<file path="src/rtl/mem_arb_pkg.sv">
// Shared definitions for the memory request arbiter: requester IDs, grant states, size codes, command bundle.
// Latency: n/a (types and constants only).
// Backpressure: n/a.
package mem_arb_pkg;

    localparam logic ID_INST = 1'b0;
    localparam logic ID_DATA = 1'b1;

    typedef enum logic [1:0] {
        IDLE      = 2'd0,
        LOCK_INST = 2'd1,
        LOCK_DATA = 2'd2
    } arb_state_t;

    localparam logic [1:0] SIZE_BYTE = 2'd0;
    localparam logic [1:0] SIZE_HALF = 2'd1;
    localparam logic [1:0] SIZE_WORD = 2'd2;

    typedef struct packed {
        logic        wr;
        logic [1:0]  size;
        logic [3:0]  wstrb;
        logic [31:0] addr;
        logic [31:0] wdata;
    } mem_cmd_t;

endpackage

</file>
<file path="src/rtl/arb_id_fifo.sv">
// Order FIFO of 1-bit requester IDs, depth DEPTH, pointers wrap modulo DEPTH.
// Latency: head valid the cycle after push; pop and push may coincide.
// Backpressure: push ignored when full, pop ignored when empty.
module arb_id_fifo #(
    parameter int  DEPTH = 2,
    localparam int PW    = (DEPTH > 1) ? $clog2(DEPTH) : 1,
    localparam int CW    = $clog2(DEPTH + 1)
) (
    input  logic          clk,
    input  logic          reset,
    input  logic          push,
    input  logic          din,
    input  logic          pop,
    output logic          head,
    output logic [CW-1:0] cnt,
    output logic          full,
    output logic          empty
);

    logic [DEPTH-1:0] mem;
    logic [PW-1:0]    wr_ptr;
    logic [PW-1:0]    rd_ptr;
    logic             push_ok;
    logic             pop_ok;

    function automatic logic [PW-1:0] ptr_inc(input logic [PW-1:0] p);
        return (p == PW'(DEPTH - 1)) ? '0 : p + 1'b1;
    endfunction

    assign full    = (cnt == CW'(DEPTH));
    assign empty   = (cnt == '0);
    assign push_ok = push & ~full;
    assign pop_ok  = pop & ~empty;
    assign head    = mem[rd_ptr];

    always_ff @(posedge clk or posedge reset) begin
        if (reset) begin
            mem    <= '0;
            wr_ptr <= '0;
            rd_ptr <= '0;
            cnt    <= '0;
        end else begin
            if (push_ok) begin
                mem[wr_ptr] <= din;
                wr_ptr      <= ptr_inc(wr_ptr);
            end
            if (pop_ok) begin
                rd_ptr <= ptr_inc(rd_ptr);
            end
            case ({push_ok, pop_ok})
                2'b10:   cnt <= cnt + 1'b1;
                2'b01:   cnt <= cnt - 1'b1;
                default: cnt <= cnt;
            endcase
        end
    end

endmodule

</file>
<file path="src/rtl/mem_req_arb.sv">
// Merges fetch and load/store requests onto one sram-like port, returns responses in order; optional perf counters under MEM_ARB_PERF_CNT_EN.
// Latency: request to mem_req 0 cycles, addr_ok/data_ok combinational from the memory handshake.
// Backpressure: grant held (locked) until mem_addr_ok; mem_req dropped while MAX_OUTSTANDING transactions await data_ok.
module mem_req_arb
    import mem_arb_pkg::*;
#(
    parameter int MAX_OUTSTANDING = 2
) (
    input  logic        clk,
    input  logic        reset,
    input  logic        inst_req,
    input  logic [31:0] inst_addr,
    output logic        inst_addr_ok,
    output logic        inst_data_ok,
    output logic [31:0] inst_rdata,
    input  logic        data_req,
    input  logic        data_wr,
    input  logic [1:0]  data_size,
    input  logic [3:0]  data_wstrb,
    input  logic [31:0] data_addr,
    input  logic [31:0] data_wdata,
    output logic        data_addr_ok,
    output logic        data_data_ok,
    output logic [31:0] data_rdata,
    output logic        mem_req,
    output logic        mem_wr,
    output logic [1:0]  mem_size,
    output logic [3:0]  mem_wstrb,
    output logic [31:0] mem_addr,
    output logic [31:0] mem_wdata,
    input  logic        mem_addr_ok,
    input  logic        mem_data_ok,
    input  logic [31:0] mem_rdata
`ifdef MEM_ARB_PERF_CNT_EN
    ,
    output logic [31:0] perf_inst_grant,
    output logic [31:0] perf_data_grant,
    output logic [31:0] perf_stall
`endif
);

    localparam int CNT_W = $clog2(MAX_OUTSTANDING + 1);

    arb_state_t       state;
    logic             gnt_inst;
    logic             gnt_data;
    logic             slot_free;
    logic             hs;
    logic             pop;
    logic             fifo_head;
    logic [CNT_W-1:0] fifo_cnt;
    logic             fifo_full;
    logic             fifo_empty;
    mem_cmd_t         inst_cmd;
    mem_cmd_t         data_cmd;
    mem_cmd_t         cmd;

    // A locked grant sticks to its requester; otherwise loads/stores win over fetches.
    always_comb begin
        gnt_inst = 1'b0;
        gnt_data = 1'b0;
        case (state)
            LOCK_INST: gnt_inst = 1'b1;
            LOCK_DATA: gnt_data = 1'b1;
            default: begin
                if (data_req)      gnt_data = 1'b1;
                else if (inst_req) gnt_inst = 1'b1;
            end
        endcase
    end

    // Slot availability uses the registered count only, so a same-cycle pop never frees a slot.
    assign slot_free = ~fifo_full;
    assign mem_req   = ~reset & slot_free & ((gnt_inst & inst_req) | (gnt_data & data_req));
    assign hs        = mem_req & mem_addr_ok;

    assign inst_cmd = '{wr: 1'b0, size: SIZE_WORD, wstrb: 4'h0, addr: inst_addr, wdata: 32'h0};
    assign data_cmd = '{wr: data_wr, size: data_size, wstrb: data_wstrb, addr: data_addr, wdata: data_wdata};

    always_comb begin
        cmd = '0;
        if (!reset) begin
            if (gnt_data)      cmd = data_cmd;
            else if (gnt_inst) cmd = inst_cmd;
        end
    end

    assign mem_wr    = cmd.wr;
    assign mem_size  = cmd.size;
    assign mem_wstrb = cmd.wstrb;
    assign mem_addr  = cmd.addr;
    assign mem_wdata = cmd.wdata;

    assign inst_addr_ok = hs & gnt_inst;
    assign data_addr_ok = hs & gnt_data;

    // Responses with nothing outstanding (e.g. stale after reset) are dropped.
    assign pop          = ~reset & mem_data_ok & ~fifo_empty;
    assign inst_data_ok = pop & (fifo_head == ID_INST);
    assign data_data_ok = pop & (fifo_head == ID_DATA);
    assign inst_rdata   = reset ? 32'h0 : mem_rdata;
    assign data_rdata   = reset ? 32'h0 : mem_rdata;

    always_ff @(posedge clk or posedge reset) begin
        if (reset) begin
            state <= IDLE;
        end else if (mem_req && !mem_addr_ok) begin
            state <= gnt_data ? LOCK_DATA : LOCK_INST;
        end else begin
            state <= IDLE;
        end
    end

    arb_id_fifo #(
        .DEPTH (MAX_OUTSTANDING)
    ) u_id_fifo (
        .clk   (clk),
        .reset (reset),
        .push  (hs),
        .din   (gnt_data ? ID_DATA : ID_INST),
        .pop   (pop),
        .head  (fifo_head),
        .cnt   (fifo_cnt),
        .full  (fifo_full),
        .empty (fifo_empty)
    );

    a_cnt_range: assert property (@(posedge clk) disable iff (reset)
        fifo_cnt <= CNT_W'(MAX_OUTSTANDING));

`ifdef MEM_ARB_PERF_CNT_EN
    always_ff @(posedge clk or posedge reset) begin
        if (reset) begin
            perf_inst_grant <= '0;
            perf_data_grant <= '0;
            perf_stall      <= '0;
        end else begin
            if (inst_addr_ok)                   perf_inst_grant <= perf_inst_grant + 32'd1;
            if (data_addr_ok)                   perf_data_grant <= perf_data_grant + 32'd1;
            if ((inst_req || data_req) && !hs)  perf_stall      <= perf_stall + 32'd1;
        end
    end
`endif

endmodule

</file>
<file path="config.mk">
export PLATFORM = sky130hd
export DESIGN_NAME = mem_req_arb
export DESIGN_NICKNAME = d
export VERILOG_FILES = /design/src/rtl/mem_arb_pkg.sv /design/src/rtl/arb_id_fifo.sv /design/src/rtl/mem_req_arb.sv
export SDC_FILE = /design/constraint.sdc
export NUM_CORES = 1
export LEC_CHECK = 0
export CAP_MARGIN = 20
export CORE_AREA = 8 8 102 104
export DETAILED_ROUTE_END_ITERATION = 10
export DIE_AREA = 0 0 110 112
export PLACE_DENSITY = 0.79
export SETUP_SLACK_MARGIN = 0.05
export SLEW_MARGIN = 30
export SYNTH_ARGS = -nofsm -noshare
export SYNTH_HDL_FRONTEND = slang
export SYNTH_SLANG_ARGS = --single-unit
export TNS_END_PERCENT = 5
</file>
<file path="constraint.sdc">
create_clock -name clk -period 2.9 [get_ports clk]
set_input_delay 0.725 -clock clk [delete_from_list [all_inputs] [get_ports clk]]
set_output_delay 0.725 -clock clk [all_outputs]
set_load 0.005 [all_outputs]
</file>
==> results.yml <==
logic_synthesis:
  synth_area_mm2: 0.00159
  syn-instance-count: 203
  synthArstFlopShare_pct: 100
  yosysTopAreaCell: "a22o_1"
  netlist.area_leader.share_pct: 17.7
  synthFlopType: "dfrtp_1"
  synthTopCellsByArea: "a22o_1 18%, buf_4 15%, and3_1 15%"
  yosysSeqAreaShare_pct: 12.6
  synthDistinctLibCells: 30
  syn_area_per_cell_um2: 7.82
  yosys_warnings: 0
  syn_nets: 347
  synth_edf_count: 0
  ys_seq_elements: 8
sta:
  rsz0062_at_grt: "yes"
  layout_setup_ws_ns: 0.0326
  worst_slew_pin_slew_ns: 0.346
  hold_slack_ns: 0.500
  timing.fmax_ghz: 0.349
  setup_violations: 0
  maxSlewHeadroom_pct: 76.9
  min_period_ns: 2.87
  hold_viol: 0
  drv_slew: 0
  fin_crit_sh_pct: 98.9
  finClkSkew_ns: 0.00477
  fin_tns_setup_ns: 0
worst_setup_path:
  r2r-start: "state[1]"
  cp.arrival_ns: 2.14
  required_ns: 2.17
  startpoint: "state[1]"
  end_kind: "output port"
  critPathKind: "reg2out"
  start_kind: "register"
  critPathMaxFanout: 5
clock_network:
  clkTransAtPathRegs_ns: 0.04
  clock-sinks: 8
  cts.path.max_buffers: 2
  cts_tree: "yes"
  clk_latency_ns: 0.23
  ctsHoldBuffers: 0
  cts_buffers: 3
  htree_levels: 1
  root_buffer: "clkbuf_8"
run:
  maxCapViolations: 0
cells_and_area:
  fin_util_pct: 51.6
  final_area_mm2: 0.00459
  fin_nets: 610
  layout-drive-gt1-share_pct: 16.2
  syn_to_final_growth_pct: 189
outcome:
  status: "finished, final reports clean"
die:
  die_h_um: 112
  die_area_mm2: 0.0123
  core_mm2: 0.00889
  initial_utilization_pct: 17.8
  die_width_um: 110
  rows: 35
  num_io_pins: 281
global_route:
  grt_pass1_vias: 2743
  grt_pass1_wl_um: 15100
  track_usage_pct: 15.6
  globalRouteOverflowTotal: 0
  grt_max_degree: 40
  antenna_found_initial: 1
routing:
  drtAntennaViolNets: 0
  first_pass_iters: 4
  viasPerCell: 4.39
  wl_um: 10900
  vias: 2526
  drc: 0
  first_iter_violations: 101
  drt-wirelength-per-cell_um: 18.9
min_path:
  min_from: "u_id_fifo.cnt[1]"
  min_path_type: "reg2reg"
pwr:
  ir_worst_vdd_uv: 116
  p_per_area_mw_per_mm2: 254
  power_leakage_nw: 2.50
place:
  dp_hpwl_um: 8790
  pre_cts_slack_ns: -0.407
  io_buffers: 280
  gp_congestion: 0.790
  post_dp_cell_area_mm2: 0.00436
worst paths after layout:
check / depth (start not counted) / slack (ns) / endpoint
min in group asynchronous: 4 / 0.86 / u_id_fifo.wr_ptr
worst max-delay path: 8 / 0.03 / mem_addr[0]
worst max register to register: 9 / 0.83 / u_id_fifo.cnt[1]
worst min register to register: 1 / 0.50 / u_id_fifo.cnt[1]
worst min-delay path: 1 / 0.50 / u_id_fifo.cnt[1]
max in group asynchronous: 5 / 1.77 / u_id_fifo.rd_ptr
routing by layer:
| metal | vias up | wire (um) | global-route usage [%] |
|---|---|---|---|
| met1 | 1161 | 3630 | 14.9 |
| met5 | - | 0 | 0 |
| li1 | 1219 | - | - |
| met3 | 8 | 1310 | 6.53 |
| met2 | 138 | 5880 | 30.0 |
| met4 | 0 | 85 | 2.16 |
cell type report:
class                   instances  area (um2)
repair buffers                307        3070
flip-flops and latches          8         200
well taps                     111         139
fillers                       819        4300
clock buffers                   3        41.3
diodes                          1        2.50
inverters                       5        21.3
multi-input cells             141        1110
per-stage QoR:
step	power (W)	std cells
finish	0.00117	576
global route	0.00125	576
CTS	0.00117	572
detailed placement	0.00103	563
global placement	0.00101	563
floorplan	0.000514	203
flip-flops by register name, summed over array words and instances (netlist names):
name	count
state	2
u_id_fifo.cnt	2
u_id_fifo.mem	2
u_id_fifo.rd_ptr	1
u_id_fifo.wr_ptr	1
cells in the mapped netlist (all sizes together) (3+ instances only):
| library cell | count |
|---|---|
| buf | 39 |
| and3 | 38 |
| nor2b | 34 |
| a22o | 32 |
| clkbuf | 11 |
| dfrtp | 8 |
| inv | 5 |
| nor2 | 5 |
| xnor2 | 4 |
| ha | 3 |
| mux2 | 3 |
placed cells by master, fill, tap and decap left out, types with 2 or more instances in the layout:
| cell | n |
|---|---|
| buf_6 | 7 |
| nor2b_1 | 29 |
| inv_1 | 3 |
| dlymetal6s2s_1 | 33 |
| clkbuf_8 | 3 |
| clkdlybuf4s15_2 | 2 |
| mux2i_1 | 2 |
| nor2_2 | 2 |
| a2111oi_2 | 2 |
| clkdlybuf4s50_1 | 203 |
| nor2_1 | 3 |
| o21ai_1 | 2 |
| a22o_1 | 32 |
| xnor2_1 | 4 |
| buf_4 | 15 |
| and3_4 | 5 |
| mux2_4 | 2 |
| nand2b_1 | 2 |
| dfrtp_1 | 8 |
| nor4_1 | 2 |
| buf_2 | 14 |
| nor2b_2 | 5 |
| dlygate4sd2_1 | 10 |
| clkbuf_2 | 5 |
| clkdlybuf4s15_1 | 13 |
| buf_12 | 3 |
| and3_1 | 33 |
power breakdown:
group	leakage (nW)	switching (W)	internal (W)	total [W]
sequential	0.0988	0.0000394	0.000159	0.000198
clock	0.0216	0.0000439	0.0000899	0.000134
combinational	2.38	0.000296	0.000538	0.000835
total	2.50	0.000380	0.000787	0.00117
repair_timing:
item	4_1_cts	5_1_grt
gates cloned	4	1
buffers inserted	2	2
pin swaps	4	14
endpoints found under the setup margin	140	74
gates resized for setup	67	110
critical path, stage by stage, from the launching register on:
cell,delay (ns)
dfrtp_1,0.40
ha_4,0.27
or3b_4,0.39
a21oi_4,0.18
buf_12,0.13
buf_8,0.10
buf_6,0.10
a22o_1,0.14
clkdlybuf4s15_1,0.21
kinds of logic (layout without fill, tap and decap cells):
family                   count (synthesis)  after routing  share of synthesized area [%]
buffers and inverters                   55            315                           22.3
XOR/XNOR                                 5              5                           2.76
multiplexers                             5              6                           3.39
AO/OA/AOI/OAI                           41             41                           23.2
other                                    0              1                              0
adder cells (fa/ha/maj)                  3              3                           2.37
AND/OR/NAND/NOR                         86             86                           33.4
flip-flops                               8              8                           12.6
Power figures use the tool's default switching activity.
